$ cat config.mk
export PLATFORM = sky130hd
export DESIGN_NAME = uart_rx
export DESIGN_NICKNAME = d
export VERILOG_FILES = /design/src/rtl/uart_rx.sv
export SDC_FILE = /design/constraint.sdc
export NUM_CORES = 1
export LEC_CHECK = 0
export ABC_AREA = 1
export CAP_MARGIN = 20
export CORE_MARGIN = 2
export CORE_UTILIZATION = 35
export DETAILED_ROUTE_END_ITERATION = 7
export PLACE_DENSITY = 0.58
export SYNTH_ARGS = -nofsm -noshare
export SYNTH_HDL_FRONTEND = slang
export SYNTH_SLANG_ARGS = --single-unit
$ cat constraint.sdc
create_clock -name clk -period 2.49 [get_ports clk]
set_input_delay 0.747 -clock clk [delete_from_list [all_inputs] [get_ports clk]]
set_output_delay 0.747 -clock clk [all_outputs]
set_load 0.005 [all_outputs]
$ cat src/rtl/uart_rx.sv
`default_nettype none
// +--------------------------------------------------------------------------+
// | uart_rx: oversampling UART receiver, 3-sample majority vote at mid-bit,  |
// | optional parity. Define UART_RX_SYNC_EN to add a 2-flop RX synchroniser. |
// | Revision: 1.0                                                            |
// +--------------------------------------------------------------------------+
module uart_rx #(
  parameter int DATA_W     = 8,
  parameter int PRESCALE_W = 6
) (
  input  logic                  clk,
  input  logic                  rst_n,
  input  logic                  rx_in,
  input  logic [PRESCALE_W-1:0] prescale,
  input  logic                  par_en,
  input  logic                  par_typ,
  output logic [DATA_W-1:0]     p_data,
  output logic                  data_valid,
  output logic                  par_err,
  output logic                  stp_err
);

  localparam int BIT_CNT_W = (DATA_W > 1) ? $clog2(DATA_W) : 1;
  localparam logic [BIT_CNT_W-1:0] LAST_BIT = BIT_CNT_W'(DATA_W - 1);

  typedef enum logic [2:0] {
    S_IDLE   = 3'd0,
    S_START  = 3'd1,
    S_DATA   = 3'd2,
    S_PARITY = 3'd3,
    S_STOP   = 3'd4
  } state_t;

  logic rx;

`ifdef UART_RX_SYNC_EN
  logic [1:0] sync;
  always_ff @(posedge clk or negedge rst_n) begin
    if (!rst_n) sync <= 2'b11;
    else        sync <= {sync[0], rx_in};
  end
  assign rx = sync[1];
`else
  assign rx = rx_in;
`endif

  state_t                state;
  logic [PRESCALE_W-1:0] edge_cnt;
  logic [BIT_CNT_W-1:0]  bit_cnt;
  logic [DATA_W-1:0]     shift;
  logic [PRESCALE_W-1:0] presc_q;
  logic                  pen_q;
  logic                  typ_q;
  logic                  samp0;
  logic                  samp1;
  logic                  par_fail;

  logic [PRESCALE_W-1:0] half;
  logic [PRESCALE_W-1:0] mid_lo;
  logic [PRESCALE_W-1:0] mid_hi;
  logic [PRESCALE_W-1:0] last_edge;
  logic                  at_vote;
  logic                  at_last;
  logic                  vote;
  logic                  exp_par;

  assign half      = presc_q >> 1;
  assign mid_lo    = half - PRESCALE_W'(1);
  assign mid_hi    = half + PRESCALE_W'(1);
  assign last_edge = presc_q - PRESCALE_W'(1);
  assign at_vote   = (edge_cnt == mid_hi);
  assign at_last   = (edge_cnt == last_edge);
  // Third sample is the live line value on the voting cycle.
  assign vote      = (samp0 & samp1) | (samp0 & rx) | (samp1 & rx);
  assign exp_par   = (^shift) ^ typ_q;

  always_ff @(posedge clk or negedge rst_n) begin
    if (!rst_n) begin
      state      <= S_IDLE;
      edge_cnt   <= '0;
      bit_cnt    <= '0;
      shift      <= '0;
      presc_q    <= '0;
      pen_q      <= 1'b0;
      typ_q      <= 1'b0;
      samp0      <= 1'b1;
      samp1      <= 1'b1;
      par_fail   <= 1'b0;
      p_data     <= '0;
      data_valid <= 1'b0;
      par_err    <= 1'b0;
      stp_err    <= 1'b0;
    end else begin
      data_valid <= 1'b0;
      par_err    <= 1'b0;
      stp_err    <= 1'b0;

      if (state != S_IDLE) begin
        edge_cnt <= at_last ? '0 : edge_cnt + PRESCALE_W'(1);
        if (edge_cnt == mid_lo) samp0 <= rx;
        if (edge_cnt == half)   samp1 <= rx;
      end

      case (state)
        S_IDLE: begin
          edge_cnt <= '0;
          bit_cnt  <= '0;
          par_fail <= 1'b0;
          if (!rx) begin
            state   <= S_START;
            presc_q <= prescale;
            pen_q   <= par_en;
            typ_q   <= par_typ;
          end
        end

        S_START: begin
          if (at_vote && vote) state <= S_IDLE;
          else if (at_last)    state <= S_DATA;
        end

        S_DATA: begin
          if (at_vote) shift <= {vote, shift[DATA_W-1:1]};
          if (at_last) begin
            if (bit_cnt == LAST_BIT) begin
              bit_cnt <= '0;
              state   <= pen_q ? S_PARITY : S_STOP;
            end else begin
              bit_cnt <= bit_cnt + BIT_CNT_W'(1);
            end
          end
        end

        S_PARITY: begin
          if (at_vote) par_fail <= (vote != exp_par);
          if (at_last) state <= S_STOP;
        end

        // Leave after half the stop bit so a back-to-back start edge is caught.
        S_STOP: begin
          if (at_vote) begin
            state <= S_IDLE;
            if (vote && !par_fail) begin
              p_data     <= shift;
              data_valid <= 1'b1;
            end
            par_err <= par_fail;
            stp_err <= !vote;
          end
        end

        default: state <= S_IDLE;
      endcase
    end
  end

endmodule
`default_nettype wire

==> flow_summary.json <==
{
  "status": "complete, no violations",
  "die_height_um": 87.1,
  "reg2reg_depth": 12,
  "dr_total_vias": 1962,
  "postSynthCellCount": 310,
  "max_stage_delay_ns": 0.44,
  "clk-insertion-delay-late_ns": 0.30,
  "grt_overflow_total": 0,
  "startpoint": "presc_q[1]",
  "setup_viol": 0,
  "dr.first_iter.drc_count": 127,
  "finalNetCount": 354,
  "post-route-period-util_pct": 88.4,
  "syn-num-nets": 328,
  "synthFlopType": "dfrtp_1",
  "synth_cell_types": 29,
  "rsz0062_at_grt": "false",
  "max_freq_ghz": 0.454,
  "routed_wirelength_mm": 4.95,
  "drc": 0,
  "avgSynthCellArea_um2": 7.80,
  "hold_path_class": "reg2reg",
  "io_buffers": 21,
  "ctsHoldBuffers": 0,
  "antenna_found_initial": 0,
  "multi_input_area_mm2": 0.00118,
  "core_mm2": 0.00676,
  "diodes": 0,
  "synth_top_area_share_pct": 41.4,
  "wl_per_cell_um": 11.9,
  "tightestPinTransition_ns": 0.543,
  "cp-end-kind": "flop",
  "ys_seq_elements": 42,
  "cts.sinks": 42,
  "netlist_area_mm2": 0.00242,
  "clk_pin_slew_ns": 0.09,
  "place_inst": 409,
  "regToRegSetupSlack_ns": 0.29,
  "crit_end": "state[1]",
  "cpMostUsedCell": "nand2_1",
  "cts_resized": 0,
  "grt_pass1_vias": 1893,
  "fin_skew_ns": 0.00913,
  "cts_tree": "yes",
  "yosysMostFrequentCell": "nand2_1",
  "r2r-start": "presc_q[1]",
  "cp_max_fo": 5,
  "place_congestion": 0.833,
  "die_area_mm2": 0.00759,
  "finalMaxSlewViolations": 0,
  "highest_layer": "met4",
  "post_dp_cell_area_mm2": 0.00271,
  "ctsLongestPathBuffers": 2,
  "cp-start-kind": "flop",
  "worst_path_max_delay_cell": "dfrtp_1",
  "cp_data_required_time_ns": 2.68,
  "grt_util_all_layers_pct": 14.6,
  "fp-row-count": 30,
  "timing.rr.end": "state[1]",
  "start_util_pct": 35.8,
  "antenna_left": 0,
  "hold_violations": 0,
  "numCtsBuffers": 5,
  "arrival_ns": 2.39,
  "final_cells": 417,
  "met2_length_mm": 2.34,
  "wl_met3_um": 118,
  "syn2layout_area_growth_pct": 16.0,
  "peakVddDrop_mv": 0.316,
  "fin_tns_setup_ns": 0,
  "regArea_mm2": 0.00105,
  "route.layer.met1.wl_mm": 2.43,
  "cap_viol_max_count": 0,
  "viasPerCell": 4.71,
  "power.leakage_uw": 0.00138,
  "synth_top_area_cell": "dfrtp_1",
  "cts-root-buf": "clkbuf_8",
  "synth_edf_count": 0,
  "grt_max_degree": 43,
  "crit_type": "reg2reg",
  "io_pins": 22,
  "ys_seq_area_share_pct": 43.6,
  "fillers": 694,
  "cp_cell_sequence": "inv_1 -> ha_1 -> xnor2_1 -> nand3_1 -> nor2_4 -> nand2_2 -> nand2_1 -> nand2_2 -> nor2_4 -> nand2_1 -> nand2_1 -> nand2_1",
  "max_slew_margin_pct": 63.8,
  "die_w_um": 87.1,
  "timing.final.crit_period_ns": 2.20,
  "dp_hpwl_mm": 3.69,
  "postLayoutCellArea_mm2": 0.00281,
  "synthTopCellsByCount": "98 x nand2_1, 40 x dfrtp_1, 34 x inv_1",
  "yosys-top-cells-area": "dfrtp_1 41%, nand2_1 15%, inv_1 5.3%, nand3_1 3.9%, ha_1 3.6%",
  "cts_max_level": 2,
  "cts_setup_buffers": 0,
  "synth_warnings": 0,
  "grt_first_pass_wirelength_mm": 8.72,
  "drive_above_1_share_pct": 12.5,
  "async_flop_share_pct": 100,
  "drt_first_pass_iters": 4,
  "p_per_area_mw_per_mm2": 1010
}
==> placed cells by master, fill, tap and decap left out, types with 3 or more instances in the layout <==
cell / n
nand3_1: 19
o21ai_0: 14
dfrtp_1: 40
nand2_2: 5
clkdlybuf4s50_1: 20
nand4_1: 3
o21ai_2: 7
xor2_1: 9
buf_4: 3
xnor2_1: 8
clkbuf_8: 5
inv_2: 6
nand2_1: 98
inv_1: 34
nor3_1: 10
ha_1: 7
nor2_1: 20
a21oi_1: 8
==> how the worst min path moves through the flow <==
stage          slack, ns         end  depth (start not counted)       start
6_report            0.49   p_data[0]                          2   p_data[0]
5_1_grt             0.52   p_data[0]                          2   p_data[0]
4_1_cts             0.49  bit_cnt[1]                          2  bit_cnt[1]
3_5_place_dp        0.47   p_data[0]                          2   p_data[0]
3_3_place_gp        0.46  bit_cnt[1]                          2  bit_cnt[1]
2_1_floorplan       0.45  bit_cnt[0]                          0       rst_n
==> cell type report <==
cell class | instances | area share (%)
clock inverters | 3 | 0.892
inverters | 40 | 5.35
flip-flops and latches | 42 | 37.6
repair buffers | 24 | 8.12
multi-input cells | 223 | 42.1
well taps | 80 | 3.57
clock buffers | 5 | 2.45
==> per-stage QoR <==
step / setup WS, ns / hold slack, ns / util (%) / power (uW)
after floorplan: 0.609 / 0.446 / - / 2070
after global placement: 0.209 / 0.461 / 40.1 / 2360
after detailed placement: 0.133 / 0.473 / 40.1 / 2370
after CTS: 0.298 / 0.495 / 41.5 / 2850
after global routing: 0.127 / 0.516 / 41.5 / 3110
final: 0.289 / 0.486 / 41.5 / 2830
==> state kept, by name, summed over array words and instances, names as in the netlist <==
register / cells
data_valid: 1
p_data: 8
state: 3
par_err: 1
typ_q: 1
par_fail: 1
edge_cnt: 6
pen_q: 1
shift: 8
presc_q: 6
samp0: 1
bit_cnt: 3
stp_err: 1
samp1: 1
==> worst max-delay path, delay by kind of cell (launching register included) <==
kind | cells | cell delay [ns]
xor+xnor | 1 | 0.24
fa+ha+maj | 1 | 0.34
buf+inv | 1 | 0.14
flops | 1 | 0.44
simple gates | 9 | 0.93
==> layer usage <==
| layer | track usage (%) | up-vias |
|---|---|---|
| met5 | 0 | - |
| met1 | 19.6 | 902 |
| met3 | 2.65 | 4 |
| met2 | 23.9 | 23 |
| met4 | 4.62 | 0 |
| li1 | - | 1033 |
==> where the power goes <==
group | leakage [uW] | total [uW] | switching [uW] | internal (uW)
combinational | 0.000790 | 1330 | 827 | 507
sequential | 0.000542 | 1030 | 183 | 845
clock | 0.0000447 | 463 | 261 | 203
total | 0.00138 | 2830 | 1270 | 1550
==> cells by family (layout without fill, tap and decap cells) <==
family / count (synthesis) / after routing / share of synthesized area [%]
compound gates: 34 / 34 / 8.43
flops: 42 / 42 / 43.6
buf+inv: 45 / 72 / 7.66
simple gates: 163 / 163 / 29.6
mux: 2 / 2 / 0.931
xor+xnor: 17 / 17 / 6.16
fa+ha+maj: 7 / 7 / 3.62
Note: power is estimated with default switching activity, not from simulation.
